<file path="src/rtl/spi_pkg.sv">
// rtl/spi_pkg.sv - shared types and constants for the SPI transaction path
package spi_pkg;

  typedef enum logic [2:0] {
    S_IDLE,
    S_PREFETCH,
    S_XFER,
    S_DRAIN,
    S_DONE
  } seq_state_t;

  localparam logic [7:0] SPI_FILL_BYTE = 8'hFF;

endpackage

</file>
<file path="src/rtl/spi_byte_skid.sv">
// rtl/spi_byte_skid.sv - one-entry valid/ready byte holding register
module spi_byte_skid (
  input  logic       clk,
  input  logic       nrst,
  input  logic       clr,
  input  logic       in_valid,
  output logic       in_ready,
  input  logic [7:0] in_data,
  output logic       out_valid,
  input  logic       out_ready,
  output logic [7:0] out_data
);

  logic       full;
  logic [7:0] data_q;

  // A pop frees the slot in the same cycle, so push and pop may coincide.
  assign in_ready  = !full || out_ready;
  assign out_valid = full;
  assign out_data  = data_q;

  always_ff @(posedge clk or negedge nrst) begin
    if (!nrst) begin
      full   <= 1'b0;
      data_q <= '0;
    end else if (clr) begin
      full <= 1'b0;
    end else if (in_valid && in_ready) begin
      data_q <= in_data;
      full   <= 1'b1;
    end else if (out_ready && full) begin
      full <= 1'b0;
    end
  end

endmodule

</file>
<file path="src/rtl/spi_xfer_sequencer.sv">
// rtl/spi_xfer_sequencer.sv - command-driven transaction sequencer in front of the byte-level SPI PHY
module spi_xfer_sequencer
  import spi_pkg::*;
#(
  parameter int         LEN_W     = 16,
  parameter int         N_CS      = 4,
  parameter logic [7:0] FILL_BYTE = SPI_FILL_BYTE,
  localparam int        CS_W      = (N_CS > 1) ? $clog2(N_CS) : 1
) (
  input  logic             clk,
  input  logic             nrst,
  input  logic             cmd_valid,
  output logic             cmd_ready,
  input  logic [LEN_W-1:0] cmd_len,
  input  logic             cmd_tx_en,
  input  logic             cmd_rx_en,
  input  logic [CS_W-1:0]  cmd_cs,
  input  logic             abort,
  input  logic             tx_valid,
  output logic             tx_ready,
  input  logic [7:0]       tx_data,
  output logic             rx_valid,
  input  logic             rx_ready,
  output logic [7:0]       rx_data,
  output logic             phy_ena,
  output logic [7:0]       phy_data_in,
  input  logic             phy_new_byte,
  input  logic [7:0]       phy_data_out,
  input  logic             phy_idle,
  input  logic             phy_cs_n,
  output logic [N_CS-1:0]  spi_cs_n,
  output logic             done,
  output logic             st_underrun,
  output logic             st_overrun,
  output logic             st_aborted
);

  localparam logic [LEN_W-1:0] LEN_ONE = LEN_W'(1);

  seq_state_t       state, next_state;
  logic [LEN_W-1:0] len_q;
  logic [LEN_W-1:0] left;
  logic [LEN_W-1:0] fetched;
  logic             tx_en_q;
  logic             rx_en_q;
  logic [CS_W-1:0]  cs_q;

  logic             accept;
  logic             start;
  logic             pre_abort;
  logic             xfer_abort;
  logic             last_byte;
  logic             xfer_byte;
  logic             rx_capture;
  logic             fetch_ok;

  logic             hold_in_ready;
  logic             hold_valid;
  logic             hold_pop;
  logic [7:0]       hold_data;

  assign cmd_ready  = (state == S_IDLE);
  assign done       = (state == S_DONE);
  assign xfer_byte  = (state == S_XFER) && phy_new_byte;
  assign rx_capture = phy_new_byte && rx_en_q && ((state == S_XFER) || (state == S_DRAIN));

  // Total fetches are capped at len so nothing past this transaction leaves the upstream stream.
  assign fetch_ok = tx_en_q && !hold_valid && (fetched != len_q) &&
                    ((state == S_PREFETCH) || (state == S_XFER));
  assign tx_ready = fetch_ok && hold_in_ready;

  spi_byte_skid u_tx_hold (
    .clk       (clk),
    .nrst      (nrst),
    .clr       (accept),
    .in_valid  (tx_valid && fetch_ok),
    .in_ready  (hold_in_ready),
    .in_data   (tx_data),
    .out_valid (hold_valid),
    .out_ready (hold_pop),
    .out_data  (hold_data)
  );

  always_ff @(posedge clk or negedge nrst) begin
    if (!nrst) state <= S_IDLE;
    else       state <= next_state;
  end

  always_comb begin
    next_state = state;
    accept     = 1'b0;
    start      = 1'b0;
    pre_abort  = 1'b0;
    xfer_abort = 1'b0;
    last_byte  = 1'b0;
    hold_pop   = 1'b0;
    case (state)
      S_IDLE: begin
        if (cmd_valid) begin
          accept     = 1'b1;
          next_state = (cmd_len == '0) ? S_DONE : S_PREFETCH;
        end
      end
      S_PREFETCH: begin
        if (abort) begin
          pre_abort  = 1'b1;
          next_state = S_DONE;
        end else if (!tx_en_q || hold_valid) begin
          start      = 1'b1;
          hold_pop   = tx_en_q;
          next_state = S_XFER;
        end
      end
      S_XFER: begin
        // A finishing byte wins over abort: the transfer is complete either way.
        if (xfer_byte && (left == LEN_ONE)) begin
          last_byte  = 1'b1;
          next_state = S_DRAIN;
        end else if (abort) begin
          xfer_abort = 1'b1;
          next_state = S_DRAIN;
        end
        if (xfer_byte && (left > LEN_ONE) && hold_valid) hold_pop = 1'b1;
      end
      S_DRAIN: begin
        if (phy_idle) next_state = S_DONE;
      end
      S_DONE: begin
        next_state = S_IDLE;
      end
      default: begin
        next_state = S_IDLE;
      end
    endcase
  end

  always_ff @(posedge clk or negedge nrst) begin
    if (!nrst) begin
      len_q       <= '0;
      left        <= '0;
      fetched     <= '0;
      tx_en_q     <= 1'b0;
      rx_en_q     <= 1'b0;
      cs_q        <= '0;
      phy_ena     <= 1'b0;
      phy_data_in <= FILL_BYTE;
      rx_valid    <= 1'b0;
      rx_data     <= '0;
      st_underrun <= 1'b0;
      st_overrun  <= 1'b0;
      st_aborted  <= 1'b0;
    end else begin
      if (accept) begin
        len_q       <= cmd_len;
        tx_en_q     <= cmd_tx_en;
        rx_en_q     <= cmd_rx_en;
        cs_q        <= cmd_cs;
        fetched     <= '0;
        st_underrun <= 1'b0;
        st_overrun  <= 1'b0;
        st_aborted  <= 1'b0;
      end
      if (tx_valid && tx_ready) fetched <= fetched + LEN_ONE;
      if (start) begin
        phy_ena     <= 1'b1;
        left        <= len_q;
        phy_data_in <= tx_en_q ? hold_data : FILL_BYTE;
      end
      if (pre_abort) st_aborted <= 1'b1;
      // Staging is refilled right after new_byte, ahead of the PHY's next load cycle.
      if (xfer_byte) begin
        if (left != '0) left <= left - LEN_ONE;
        if (left > LEN_ONE) begin
          if (hold_valid) begin
            phy_data_in <= hold_data;
          end else begin
            phy_data_in <= FILL_BYTE;
            if (tx_en_q) st_underrun <= 1'b1;
          end
        end
      end
      if (last_byte || xfer_abort) phy_ena <= 1'b0;
      if (xfer_abort) st_aborted <= 1'b1;
      if (rx_valid && rx_ready) rx_valid <= 1'b0;
      if (rx_capture) begin
        if (rx_valid && !rx_ready) begin
          st_overrun <= 1'b1;
        end else begin
          rx_data  <= phy_data_out;
          rx_valid <= 1'b1;
        end
      end
    end
  end

  always_comb begin
    spi_cs_n = '1;
    if (!phy_cs_n) spi_cs_n[cs_q] = 1'b0;
  end

endmodule

</file>
<file path="config.mk">
export PLATFORM = sky130hd
export DESIGN_NAME = spi_xfer_sequencer
export DESIGN_NICKNAME = d
export VERILOG_FILES = /design/src/rtl/spi_pkg.sv /design/src/rtl/spi_byte_skid.sv /design/src/rtl/spi_xfer_sequencer.sv
export SDC_FILE = /design/constraint.sdc
export NUM_CORES = 1
export LEC_CHECK = 0
export CORE_ASPECT_RATIO = 0.5
export CORE_UTILIZATION = 50
export CTS_BUF_LIST = sky130_fd_sc_hd__clkbuf_4 sky130_fd_sc_hd__clkbuf_8 sky130_fd_sc_hd__clkbuf_16
export DETAILED_ROUTE_END_ITERATION = 8
export GPL_ROUTABILITY_DRIVEN = 0
export PLACE_DENSITY = 0.77
export SLEW_MARGIN = 10
export SYNTH_ARGS = -nofsm -noshare
export SYNTH_HDL_FRONTEND = slang
export SYNTH_SLANG_ARGS = --single-unit
</file>
<file path="constraint.sdc">
create_clock -name clk -period 5.1 [get_ports clk]
set_input_delay 1.275 -clock clk [delete_from_list [all_inputs] [get_ports clk]]
set_output_delay 1.275 -clock clk [all_outputs]
set_load 0.05 [all_outputs]
</file>
* Word-level counts from Yosys, hierarchy flattened
Cells that the tools add are included.
Word-level totals: bits in registers 85, bits of input ports 45, output and inout port bits 28, logic and storage cells 124
Operators by class: add/subtract/negate cells 2, magnitude comparators 3, eq/ne operators 10, mux-type cells 55, bitwise logic cells 3, reductions and logical operators 35
Operators with widths (number):
- 16-bit two-way mux | 5
- 8-bit two-way mux | 5
- 1-bit two-way mux | 34
- 3-bit two-way mux | 7
- 1-bit logical AND | 17
- 16-bit by 1-bit adder with 16-bit output, second input constant | 1
- 16-bit by 1-bit equality test with 1-bit output, second input constant | 1
- 16-bit by 1-bit > comparator with 1-bit output, second input constant | 1
- 16-bit logical NOT | 1
- 16-bit inequality test | 1
- 16-bit nonzero test | 1
- 16-bit by 1-bit subtractor with 16-bit output, second input constant | 1
- 3-bit one-hot mux with 4 select lines | 1
- 3-bit by 2-bit equality test with 1-bit output, second input constant | 2
- 3-bit by 2-bit inequality test with 1-bit output, second input constant | 2
- 3-bit nonzero test | 2
- 1-bit logical OR | 5
- 4-bit two-way mux | 1
- 2-bit inequality test, second input constant | 2
- 4-bit NOT | 1
- 2-bit AND reduction | 2
- 4-bit AND reduction | 1
- 2-bit nonzero test | 2
- 3-bit by 1-bit equality test with 1-bit output, second input constant | 1
- other kinds (8) | 11

* Longest topological paths before layout
Gate-level depths: netlist of the first run.
depth in word-level cells 10, gate-level depth with buffers 8, gate-level depth less buffers 7

* Modules after synthesis
A second synthesis of the first run with hierarchy kept.
Unflattened totals: cells, all modules 408, area, all modules 4423.0 µm²
Modules (own cells, without submodules):
- spi_xfer_sequencer | instances 1, cells an instance 386, area an instance 4063.9 µm², sequential area each 1911.8 µm²
- spi_byte_skid | instances 1, cells an instance 22, area an instance 359.1 µm², sequential area each 225.2 µm²

* Least setup slack after synthesis of the first run
Ideal clock, no wire load.
path type input to output, from in phy_cs_n, to out spi_cs_n[1], data arrival time 1.869 ns, required time 3.825 ns, slack 1.956 ns, cell stages on the path 1, buffers on the path 0, cells stage by stage or3b_2
On the way: longest elaborated chain between the ends 1
RTL lines:
- from (decl) | line spi_xfer_sequencer.sv:30 | input logic phy_cs_n,
- 4-bit two-way mux | line spi_xfer_sequencer.sv:198 | if (!phy_cs_n) spi_cs_n[cs_q] = 1'b0;
- to (decl) | line spi_xfer_sequencer.sv:31 | output logic [N_CS-1:0] spi_cs_n,
Every way passes these cells.

* Worst setup path in the final report of the first run
Ends and elaborated chain as after synthesis.

==> results of run 1 <==
## state kept, by name, indices dropped and copies added, names as in the netlist, 2 cells and up
signal / cells
fetched: 16
left: 16
len_q: 16
phy_data_in: 8
rx_data: 8
u_tx_hold.out_data: 8
state: 3
cs_q: 2
## how the worst min path moves through the flow
stage | slack, ps | to | start
after floorplan | 460 | fetched[15] | fetched[15]
after global placement | 450 | st_aborted | st_aborted
after detailed placement | 460 | st_aborted | st_aborted
after CTS | 470 | st_aborted | st_aborted
after global routing | 520 | st_aborted | st_aborted
final | 470 | st_aborted | st_aborted
## area by class of cell
cell class | instances | area [um2]
multi-input combinational | 300 | 2130
sequential | 85 | 2140
clock inverter | 7 | 105
fill | 627 | 2760
tap | 112 | 140
clock buffer | 9 | 225
timing repair buffer | 75 | 741
inverter | 5 | 18.8
## kinds of logic (layout without fill, tap and decap cells)
| group | after synthesis | count (layout) | synth area share (%) |
|---|---|---|---|
| DFF | 85 | 85 | 48.7 |
| and+or+nand+nor | 163 | 163 | 19.5 |
| AOI/OAI and AO/OA | 64 | 64 | 11.5 |
| muxes | 52 | 52 | 13.0 |
| buffers and inverters | 29 | 96 | 2.68 |
| adders and majority gates | 4 | 4 | 1.14 |
| xor gates and xnor gates | 17 | 17 | 3.40 |
## power by group through the flow
| stage | Sequential, mW | Combinational (mW) | Clock, mW |
|---|---|---|---|
| after detailed placement | 1.25 | 1.29 | 0 |
| after CTS | 1.24 | 1.30 | 0.736 |
| after global placement | 1.24 | 1.25 | 0 |
| after floorplan | 1.34 | 0.772 | 0 |
| after global routing | 1.29 | 1.39 | 0.757 |
| final | 1.25 | 1.30 | 0.727 |
## cells in the mapped netlist, types with 2 or more instances
| cell type | instances |
|---|---|
| clkbuf_1 | 19 |
| nor4_1 | 13 |
| a211oi_1 | 2 |
| nor2_1 | 23 |
| a21o_1 | 2 |
| nor3b_1 | 3 |
| nand4_1 | 9 |
| dfstp_2 | 8 |
| xor2_1 | 16 |
| nand3_1 | 11 |
| buf_2 | 4 |
| mux2_2 | 39 |
| nand2_1 | 38 |
| or2_2 | 2 |
| or3b_2 | 2 |
| ha_1 | 4 |
| o21a_1 | 2 |
| a31oi_1 | 6 |
| nor4b_1 | 2 |
| o22a_1 | 8 |
| dfrtp_1 | 77 |
| inv_1 | 5 |
| and3_1 | 4 |
| or4_1 | 5 |
| nor2b_1 | 2 |
| or3_1 | 4 |
| o221a_2 | 4 |
| a21oi_1 | 4 |
| nor3_1 | 29 |
| mux2_1 | 2 |
| o22ai_1 | 5 |
| o21ai_0 | 8 |
| mux2i_1 | 11 |
| and2_1 | 8 |
| nand2b_1 | 3 |
| a221o_1 | 10 |
## metal layers
metal | wire [um] | share of wire (%)
met1 | 5020 | 46
met2 | 5140 | 47
met3 | 639 | 5.8
met4 | 140 | 1.3
met5 | 0 | 0
## critical path, cell delays in order
cell	delay, ps
clkdlybuf4s50_1	440
or3b_2	450
clkdlybuf4s50_1	710
## stage by stage
step	instances	total power, mW	setup slack, ps
after floorplan	414	2.12	1960
after global placement	577	2.49	975
after detailed placement	577	2.53	944
after CTS	593	3.28	946
after global routing	593	3.43	916
final	593	3.28	949
==> out/metrics.cfg, run 1 <==
[power]
switching_power_mw = 1.33
swShare_pct = 40.4
powerDensity_mw_per_mm2 = 596
vdd_ir_drop_max_mv = 0.441
p_int_mw = 1.95
p_leak_nw = 2.24
combPwrFrac_pct = 39.6
seqPwrFrac_pct = 38.2
clockPowerShare_pct = 22.2

[clocking]
h-tree-depth = 3
cts_resized = 0
cts_tree = done
cts.sinks = 85
clk_pin_slew_worst_paths_ps = 60
cts_buffers = 9
clk_path_buf_depth = 2
cts_setup_buffers = 0
clk_latency_ps = 350
ctsHoldBuffers = 0
cts-root-buf = clkbuf_16

[global_routing]
antenna_found_initial = 0
grt_max_degree = 58
track_usage_pct = 25.8
grt_pass1_vias = 3456
use_met2_pct = 42.0
grt_use_met1_pct = 33.3
grt_pass1_wl_um = 17700
top_usage_layer = met2
overflow = 0
use_met3_pct = 8.00

[logic_synthesis]
syn_area_per_cell_um2 = 10.6
synth_nets = 463
synthArstFlopShare_pct = 100
yosysWarnings = 0
synth_cells = 414
ys_types = 56
yosys-top-cells-area = dfrtp_1 44%, mux2_2 10%, dfstp_2 4.8%, nor3_1 3.3%, nand2_1 3.3%
synth_edf_count = 0
yosys.area.top_type = dfrtp_1
synth_top_area_share_pct = 43.9
netlist_area_mm2 = 0.00438
seq_area_frac_synth_pct = 48.7
synthFlopType = dfrtp_1
ys_ff_latch = 85

[cells_and_area]
fin_util_pct = 66.6
drive_gt1_share_pct = 16.6
layout_commonest_cell = dfrtp_1
layout_common_cells = 77 x dfrtp_1, 71 x clkdlybuf4s50_1, 39 x mux2_2
synthToLayoutAreaGrowth_pct = 25.4
final_cell_area_mm2 = 0.00550
diodes = 0
nNetsFinal = 525

[drt]
vias = 3568
wl_per_cell_um = 18.5
via_per_inst = 6.02
ant_nets = 0
finalWirelength_um = 10900
first_pass_iters = 4
drc_errors = 0
initialDrtViolationCount = 328

[floorplanning]
initial_core_util_pct = 53.1
rows = 23
io_pins = 73
die_x_um = 134
die-area_mm2 = 0.00917
die_h_um = 68.2
coreArea_mm2 = 0.00826

[min_path]
hold_path_class = flop to flop
worstHoldPathCells = 2

[sta]
fin_crit_sh_pct = 81.4
finalClockSkew_ps = 10.8
rsz0062_at_grt = false
worst_pin_slew_ps = 1010
finalCriticalPeriod_ps = 4150
finalSetupTns_ps = 0
finalSetupViolCount = 0
finalHoldViolations = 0
whs_ps = 473
maxSlewHeadroom_pct = 32.4
fmax_mhz = 241
slew_viol_final = 0

[setup_path]
crit_arrival_ps = 2880
worstSetupStartpoint = phy_cs_n
timing.rr.end = u_tx_hold.out_data[0]
r2r_cells = 6
crit_path_end_kind = output port
crit_fanout = 4
crit_type = input pin to output port
start_kind = input pin
worstSetupEndpoint = spi_cs_n[1]
rrSetupSlack_ps = 2430
r2r_start = state[1]
cp.required_ps = 3830

[placement]
dpl.hpwl_um = 7540
dpl_cell_area_mm2 = 0.00517
port_buffers = 72

[run_status]
status = complete, no violations

[flow_run]
maxCapViolations = 0

Power figures use the tool's default switching activity.
==> inputs of run 2 (changes only) <==
==> constraint.sdc (replaced) <==
create_clock -name clk -period 3.95 [get_ports clk]
set_input_delay 0.9875 -clock clk [delete_from_list [all_inputs] [get_ports clk]]
set_output_delay 0.9875 -clock clk [all_outputs]
set_load 0.05 [all_outputs]
==> run 2 against run 1 <==
Wire length is 4.3% lower. Hold slack worse by 0.90 ps. Die area stayed put.
==> out/metrics.cfg, run 2 (synthesis results as in run 1) <==
[sta]
rsz0062_at_grt = false
finalClockSkew_ps = 6.08  ; -4.69 ps
finalHoldViolations = 0  ; unchanged
worst_pin_slew_ps = 1010  ; -7.02 ps
finalCriticalPeriod_ps = 3580
fin_crit_sh_pct = 90.6
fmax_mhz = 280
finalSetupTns_ps = 0  ; unchanged
maxSlewHeadroom_pct = 32.8  ; +0.47 points
finalSetupViolCount = 0  ; unchanged
layout_setup_ws_ps = 373  ; -576 ps
slew_viol_final = 0  ; unchanged

[power]
vdd_ir_drop_max_mv = 0.513  ; +16%
p_leak_nw = 2.26  ; +0.69%
power_mw = 4.14  ; +26%
powerDensity_mw_per_mm2 = 752  ; +26%

[placement]
dpl.hpwl_um = 7350  ; -2.4%
post-place-ws_ps = 376  ; -568 ps
port_buffers = 72  ; unchanged
dp.cells = 581  ; +0.69%

[floorplanning]
initial_core_util_pct = 53.1  ; unchanged
io_pins = 73  ; unchanged
die_h_um = 68.2  ; unchanged
rows = 23  ; unchanged
die_x_um = 134  ; unchanged
die-area_mm2 = 0.00917  ; unchanged
coreArea_mm2 = 0.00826  ; unchanged

[setup_path]
start_kind = input pin
path_buf_inv = 2  ; unchanged
rrSetupSlack_ps = 1240  ; -1190 ps
crit_fanout = 4  ; unchanged
r2r_cells = 6  ; unchanged
crit_type = input pin to output port
cp.required_ps = 2960  ; -870 ps
crit_chain = clkdlybuf4s50_1, or3b_2, clkdlybuf4s50_1
worstSetupStartpoint = phy_cs_n
crit_top_cell = clkdlybuf4s50_1
critPathSlowestCell = clkdlybuf4s50_1
crit_path_end_kind = output port
crit_arrival_ps = 2590  ; -290 ps
r2r_start = state[0]
slowest_delay_ps = 710  ; about the same
cp.depth = 3  ; unchanged
critPathTopFamily = buffers and inverters

[min_path]
hp-start = st_aborted
hold_path_class = flop to flop
worstHoldPathCells = 2  ; unchanged

[clocking]
cts.sinks = 85  ; unchanged
clk_path_buf_depth = 2  ; unchanged
cts-root-buf = clkbuf_16
cts_setup_buffers = 0  ; unchanged
cts_tree = done
cts_buffers = 9  ; unchanged
h-tree-depth = 3  ; unchanged
cts_resized = 0  ; unchanged
clk_latency_ps = 340  ; about the same
ctsHoldBuffers = 0  ; unchanged
clk_pin_slew_worst_paths_ps = 60  ; about the same

[drt]
initialDrtViolationCount = 345  ; +5.2%
route.met2.wl_um = 4780  ; -7.1%
ant_nets = 0  ; unchanged
wl_per_cell_um = 17.6  ; -4.9%
met1_length_um = 4960  ; -1.3%
wl_met3_um = 627  ; -1.9%
dr.max_layer_used = met4
finalWirelength_um = 10500  ; -4.3%
vias = 3535  ; -0.92%
drc_errors = 0  ; unchanged
first_pass_iters = 5  ; +1
via_per_inst = 5.92  ; -1.6%

[global_routing]
overflow = 0  ; unchanged
grt_pass1_vias = 3361  ; -2.7%
grt_max_degree = 45  ; -22%
antenna_found_initial = 0  ; unchanged
track_usage_pct = 24.8  ; -0.97 points
grt_pass1_wl_um = 17200  ; -2.7%

[cells_and_area]
nNetsFinal = 529  ; +0.76%
reg.largest.list = fetched: 16 flops, left: 16 flops, len_q: 16 flops
layout_common_cells = 77 x dfrtp_1, 71 x clkdlybuf4s50_1, 39 x mux2_2
layout_commonest_cell = dfrtp_1
final_cells = 597  ; +0.67%
synthToLayoutAreaGrowth_pct = 25.5  ; about the same
diodes = 0  ; unchanged
fin_util_pct = 66.6  ; about the same
drive_gt1_share_pct = 17.3  ; +0.69 points

[run_status]
status = complete, no violations

[flow_run]
maxCapViolations = 0  ; unchanged

[run 2: cell types whose count changed in the layout (fill, tap and decap cells not counted), sizes merged]
| cell | before | now |
|---|---|---|
| buf | 4 | 8 |
| clkbuf | 9 | 13 |
| inv | 8 | 6 |
| bufinv | 2 | 1 |
| clkinvlp | 1 | 0 |
[run 2: final cells by class]
class | instances | area (um2)
fill | 623 | 2760
sequential | 85 | 2140
multi-input combinational | 300 | 2130
timing repair buffer | 79 | 771
clock buffer | 13 | 262
tap | 112 | 140
clock inverter | 3 | 43.8
inverter | 5 | 18.8
[run 2: final timing paths]
path	end
setup / recovery	spi_cs_n[1]
hold / removal	st_aborted
setup reg to reg	u_tx_hold.out_data[2]
hold reg to reg	st_aborted
max in group asynchronous	left[4]
min in group asynchronous	rx_data[5]
[run 2: metrics by stage]
step | hold slack, ps | area, um2
after global placement | 457 | 5200
after detailed placement | 465 | 5200
after global routing | 500 | 5500
after CTS | 477 | 5500
final | 473 | 5500
after floorplan | 465 | 4380
[run 2: worst register-to-register path, stage by stage, from the launching register on]
cell     delay [ps]
dfrtp_1         500
xnor2_1         180
nor3_1          380
nand2_1         390
nor2_1          450
buf_4           320
mux2_2          370
[run 2: power breakdown]
part | switching (mW) | internal, mW | leakage, nW
Sequential | 0.369 | 1.23 | 1.03
Combinational | 0.943 | 0.741 | 1.08
Clock | 0.329 | 0.530 | 0.154
[run 2: layer usage]
metal  global-route usage, %  up-vias
met1                    33.8     1740
met3                    7.04       15
met2                    39.2      111
met4                    6.88        0
met5                       0        -
li1                        -     1669
==> inputs of run 3 (changes only) <==
--- a/config.mk
+++ b/config.mk
@@ -8,10 +8,12 @@
 export CORE_ASPECT_RATIO = 0.5
 export CORE_UTILIZATION = 50
 export CTS_BUF_LIST = sky130_fd_sc_hd__clkbuf_4 sky130_fd_sc_hd__clkbuf_8 sky130_fd_sc_hd__clkbuf_16
+export CTS_CLUSTER_SIZE = 20
 export DETAILED_ROUTE_END_ITERATION = 8
 export GPL_ROUTABILITY_DRIVEN = 0
 export PLACE_DENSITY = 0.77
 export SLEW_MARGIN = 10
 export SYNTH_ARGS = -nofsm -noshare
 export SYNTH_HDL_FRONTEND = slang
+export SYNTH_HIERARCHICAL = 1
 export SYNTH_SLANG_ARGS = --single-unit
==> run 3 against run 2 <==
Synthesized area rose by 0.88%. Power rose by 4.0%. Sequential power barely moved. Global-route usage fell by 0.28 points. Register-to-register slack got worse by 420 ps. Worst setup slack got worse by 210 ps. Hold slack improved by 18 ps. Clock skew rose by 1.3 ps.
==> out/metrics.cfg, run 3 <==
[run_status]
status = complete, no violations

[floorplanning]
die_h_um = 68.5  ; +0.43%
io_pins = 73  ; unchanged
rows = 23  ; unchanged
coreArea_mm2 = 0.00829  ; +0.35%
initial_core_util_pct = 53.4  ; +0.28 points
die_x_um = 135  ; +0.44%
die-area_mm2 = 0.00925  ; +0.86%

[global_routing]
grt_max_degree = 48  ; +6.7%
antenna_found_initial = 0  ; unchanged
grt_pass1_wl_um = 16900  ; -1.9%
grt_pass1_vias = 3239  ; -3.6%
overflow = 0  ; unchanged
track_usage_pct = 24.5  ; -0.28 points

[power]
powerDensity_mw_per_mm2 = 769  ; +2.3%
vdd_ir_drop_max_mv = 0.494  ; -3.6%
p_leak_nw = 2.29  ; +1.1%
power_mw = 4.30  ; +4.0%

[sta]
maxSlewHeadroom_pct = 53.4  ; +21 points
fin_crit_sh_pct = 95.8  ; +5.2 points
slew_viol_final = 0  ; unchanged
fmax_mhz = 264  ; -5.5%
rsz0062_at_grt = false
finalCriticalPeriod_ps = 3780  ; +206 ps
finalSetupTns_ps = 0  ; unchanged
finalSetupViolCount = 0  ; unchanged
finalHoldViolations = 0  ; unchanged
worst_pin_slew_ps = 697  ; -308 ps
finalClockSkew_ps = 7.34  ; +1.26 ps

[logic_synthesis]
ys_types = 56  ; unchanged
synth_edf_count = 0  ; unchanged
yosys-top-cells-area = dfrtp_1 44%, mux2_2 9.4%, dfstp_2 4.8%, xor2_1 3.2%, nand2_1 3.1%
yosys.area.top_type = dfrtp_1
synthArstFlopShare_pct = 100  ; unchanged
synthFlopType = dfrtp_1
synth_common_cells = 77 x dfrtp_1, 37 x mux2_2, 37 x nand2_1
netlist_area_mm2 = 0.00442  ; +0.88%
synth_top_area_share_pct = 43.6  ; -0.39 points
seq_area_frac_synth_pct = 48.3  ; -0.43 points
synth_nets = 457  ; -1.3%
yosysWarnings = 6  ; +6
syn_area_per_cell_um2 = 10.8  ; +2.4%
synth_cells = 408  ; -1.4%
ys_ff_latch = 85  ; unchanged
synth_most_common_cell = dfrtp_1

[cells_and_area]
layout_commonest_cell = dfrtp_1
drive_gt1_share_pct = 17.8  ; +0.47 points
final_cell_area_mm2 = 0.00559  ; +1.6%
diodes = 0  ; unchanged
nNetsFinal = 533  ; +0.76%
n_fill_cell = 650  ; +4.3%
synthToLayoutAreaGrowth_pct = 26.4
reg.largest.list = fetched: 16 flops, left: 16 flops, len_q: 16 flops
layout_common_cells = 77 x dfrtp_1, 70 x clkdlybuf4s50_1, 37 x nand2_1, 37 x mux2_2, 30 x nor2_1

[setup_path]
start_kind = input pin
crit_arrival_ps = 2800  ; +210 ps
crit_fanout = 9  ; +5
crit_type = input pin to output port
cp.required_ps = 2960  ; about the same
crit_path_end_kind = output port

[placement]
dpl_cell_area_mm2 = 0.00526  ; +1.2%
dpl.hpwl_um = 7360  ; about the same
port_buffers = 72  ; unchanged

[drt]
ant_nets = 0  ; unchanged
wl_per_cell_um = 17.6  ; +0.24%
first_pass_iters = 6  ; +1
via_per_inst = 5.91  ; -0.27%
initialDrtViolationCount = 212  ; -39%
drc_errors = 0  ; unchanged
vias = 3549  ; +0.40%
finalWirelength_um = 10600  ; +0.91%

[clocking]
clk_path_buf_depth = 2  ; unchanged
cts_setup_buffers = 0  ; unchanged
cts_resized = 0  ; unchanged
cts-root-buf = clkbuf_16
clk_pin_slew_worst_paths_ps = 60  ; about the same
clk_latency_ps = 350  ; about the same
h-tree-depth = 3  ; unchanged
cts.sinks = 85  ; unchanged
ctsHoldBuffers = 0  ; unchanged
cts_buffers = 9  ; unchanged
cts_tree = done

[flow_run]
maxCapViolations = 0  ; unchanged

[min_path]
hold_path_class = flop to flop

-- run 3: changes by cell type in the layout (fill, tap and decap cells not counted), moves of 4 or more --
cell / before / now
o21ai_1: 0 / 6
o221a_2: 4 / 0
nor3_1: 29 / 17
inv_1: 5 / 9
or4_1: 5 / 0
o221a_1: 1 / 8
mux2i_1: 11 / 3
nor2_1: 23 / 30
o21a_1: 2 / 8
nand4_1: 9 / 15
-- run 3: path summary, 6_finish.rpt --
path                                         end  depth (start not counted)  slack [ps]         start
max                                     tx_ready                          9         170  phy_new_byte
max in group asynchronous         phy_data_in[2]                          2        2490          nrst
min reg2reg                           st_overrun                          2         490    st_overrun
min in group asynchronous  u_tx_hold/out_data[3]                          1         640          nrst
min                                   st_overrun                          2         490    st_overrun
max reg2reg                           fetched[9]                         10         820      left[10]
-- run 3: routing by layer --
| layer | part of all wire (%) | routed length [um] | track usage (%) |
|---|---|---|---|
| met1 | 48 | 5040 | 34.4 |
| met2 | 43 | 4580 | 35.5 |
| met3 | 7.6 | 805 | 9.06 |
| met4 | 1.4 | 148 | 6.88 |
| met5 | 0 | 0 | 0 |
-- run 3: cell families after synthesis --
group | after synthesis | synth area share (%)
AO/OA/AOI/OAI | 75 | 13.7
XOR/XNOR | 18 | 3.56
adder cells (fa/ha/maj) | 4 | 1.13
buffers and inverters | 26 | 3.05
flip-flops | 85 | 48.3
multiplexers | 40 | 10.1
AND/OR/NAND/NOR | 160 | 20.1
-- run 3: cell type report --
cell class | instances | area [um2] | share of cell area, %
clock inverters | 6 | 93.8 | 1.68
flip-flops and latches | 85 | 2140 | 38.2
well taps | 112 | 140 | 2.51
inverters | 11 | 41.3 | 0.739
multi-input cells | 297 | 2150 | 38.5
repair buffers | 80 | 788 | 14.1
clock buffers | 10 | 239 | 4.27
-- run 3: worst max-delay path, stage by stage --
cell and delay, ps:
clkdlybuf4s50_1 450, nor3b_2 180, o21a_1 130, o21ai_2 400, inv_2 80, nor2b_4 160
inv_1 70, and3_1 170, buf_12 150
-- run 3: where the power goes --
group          switching, mW  total [mW]  internal (mW)  leakage (nW)
Combinational           1.00        1.76          0.761          1.10
Sequential             0.361        1.60           1.24          1.02
Clock                  0.365       0.940          0.575         0.159
Total                   1.73        4.30           2.57          2.29
-- run 3: metrics by stage --
stage                     hold WS (ps)  setup WS (ps)  instances  utilization [%]
final                              491            167        601             67.5
after global routing               526           74.8        601             67.5
after CTS                          493            166        601             67.5
after detailed placement           478            163        585             63.4
after global placement             465            202        585             63.4
after floorplan                    480            733        408                -
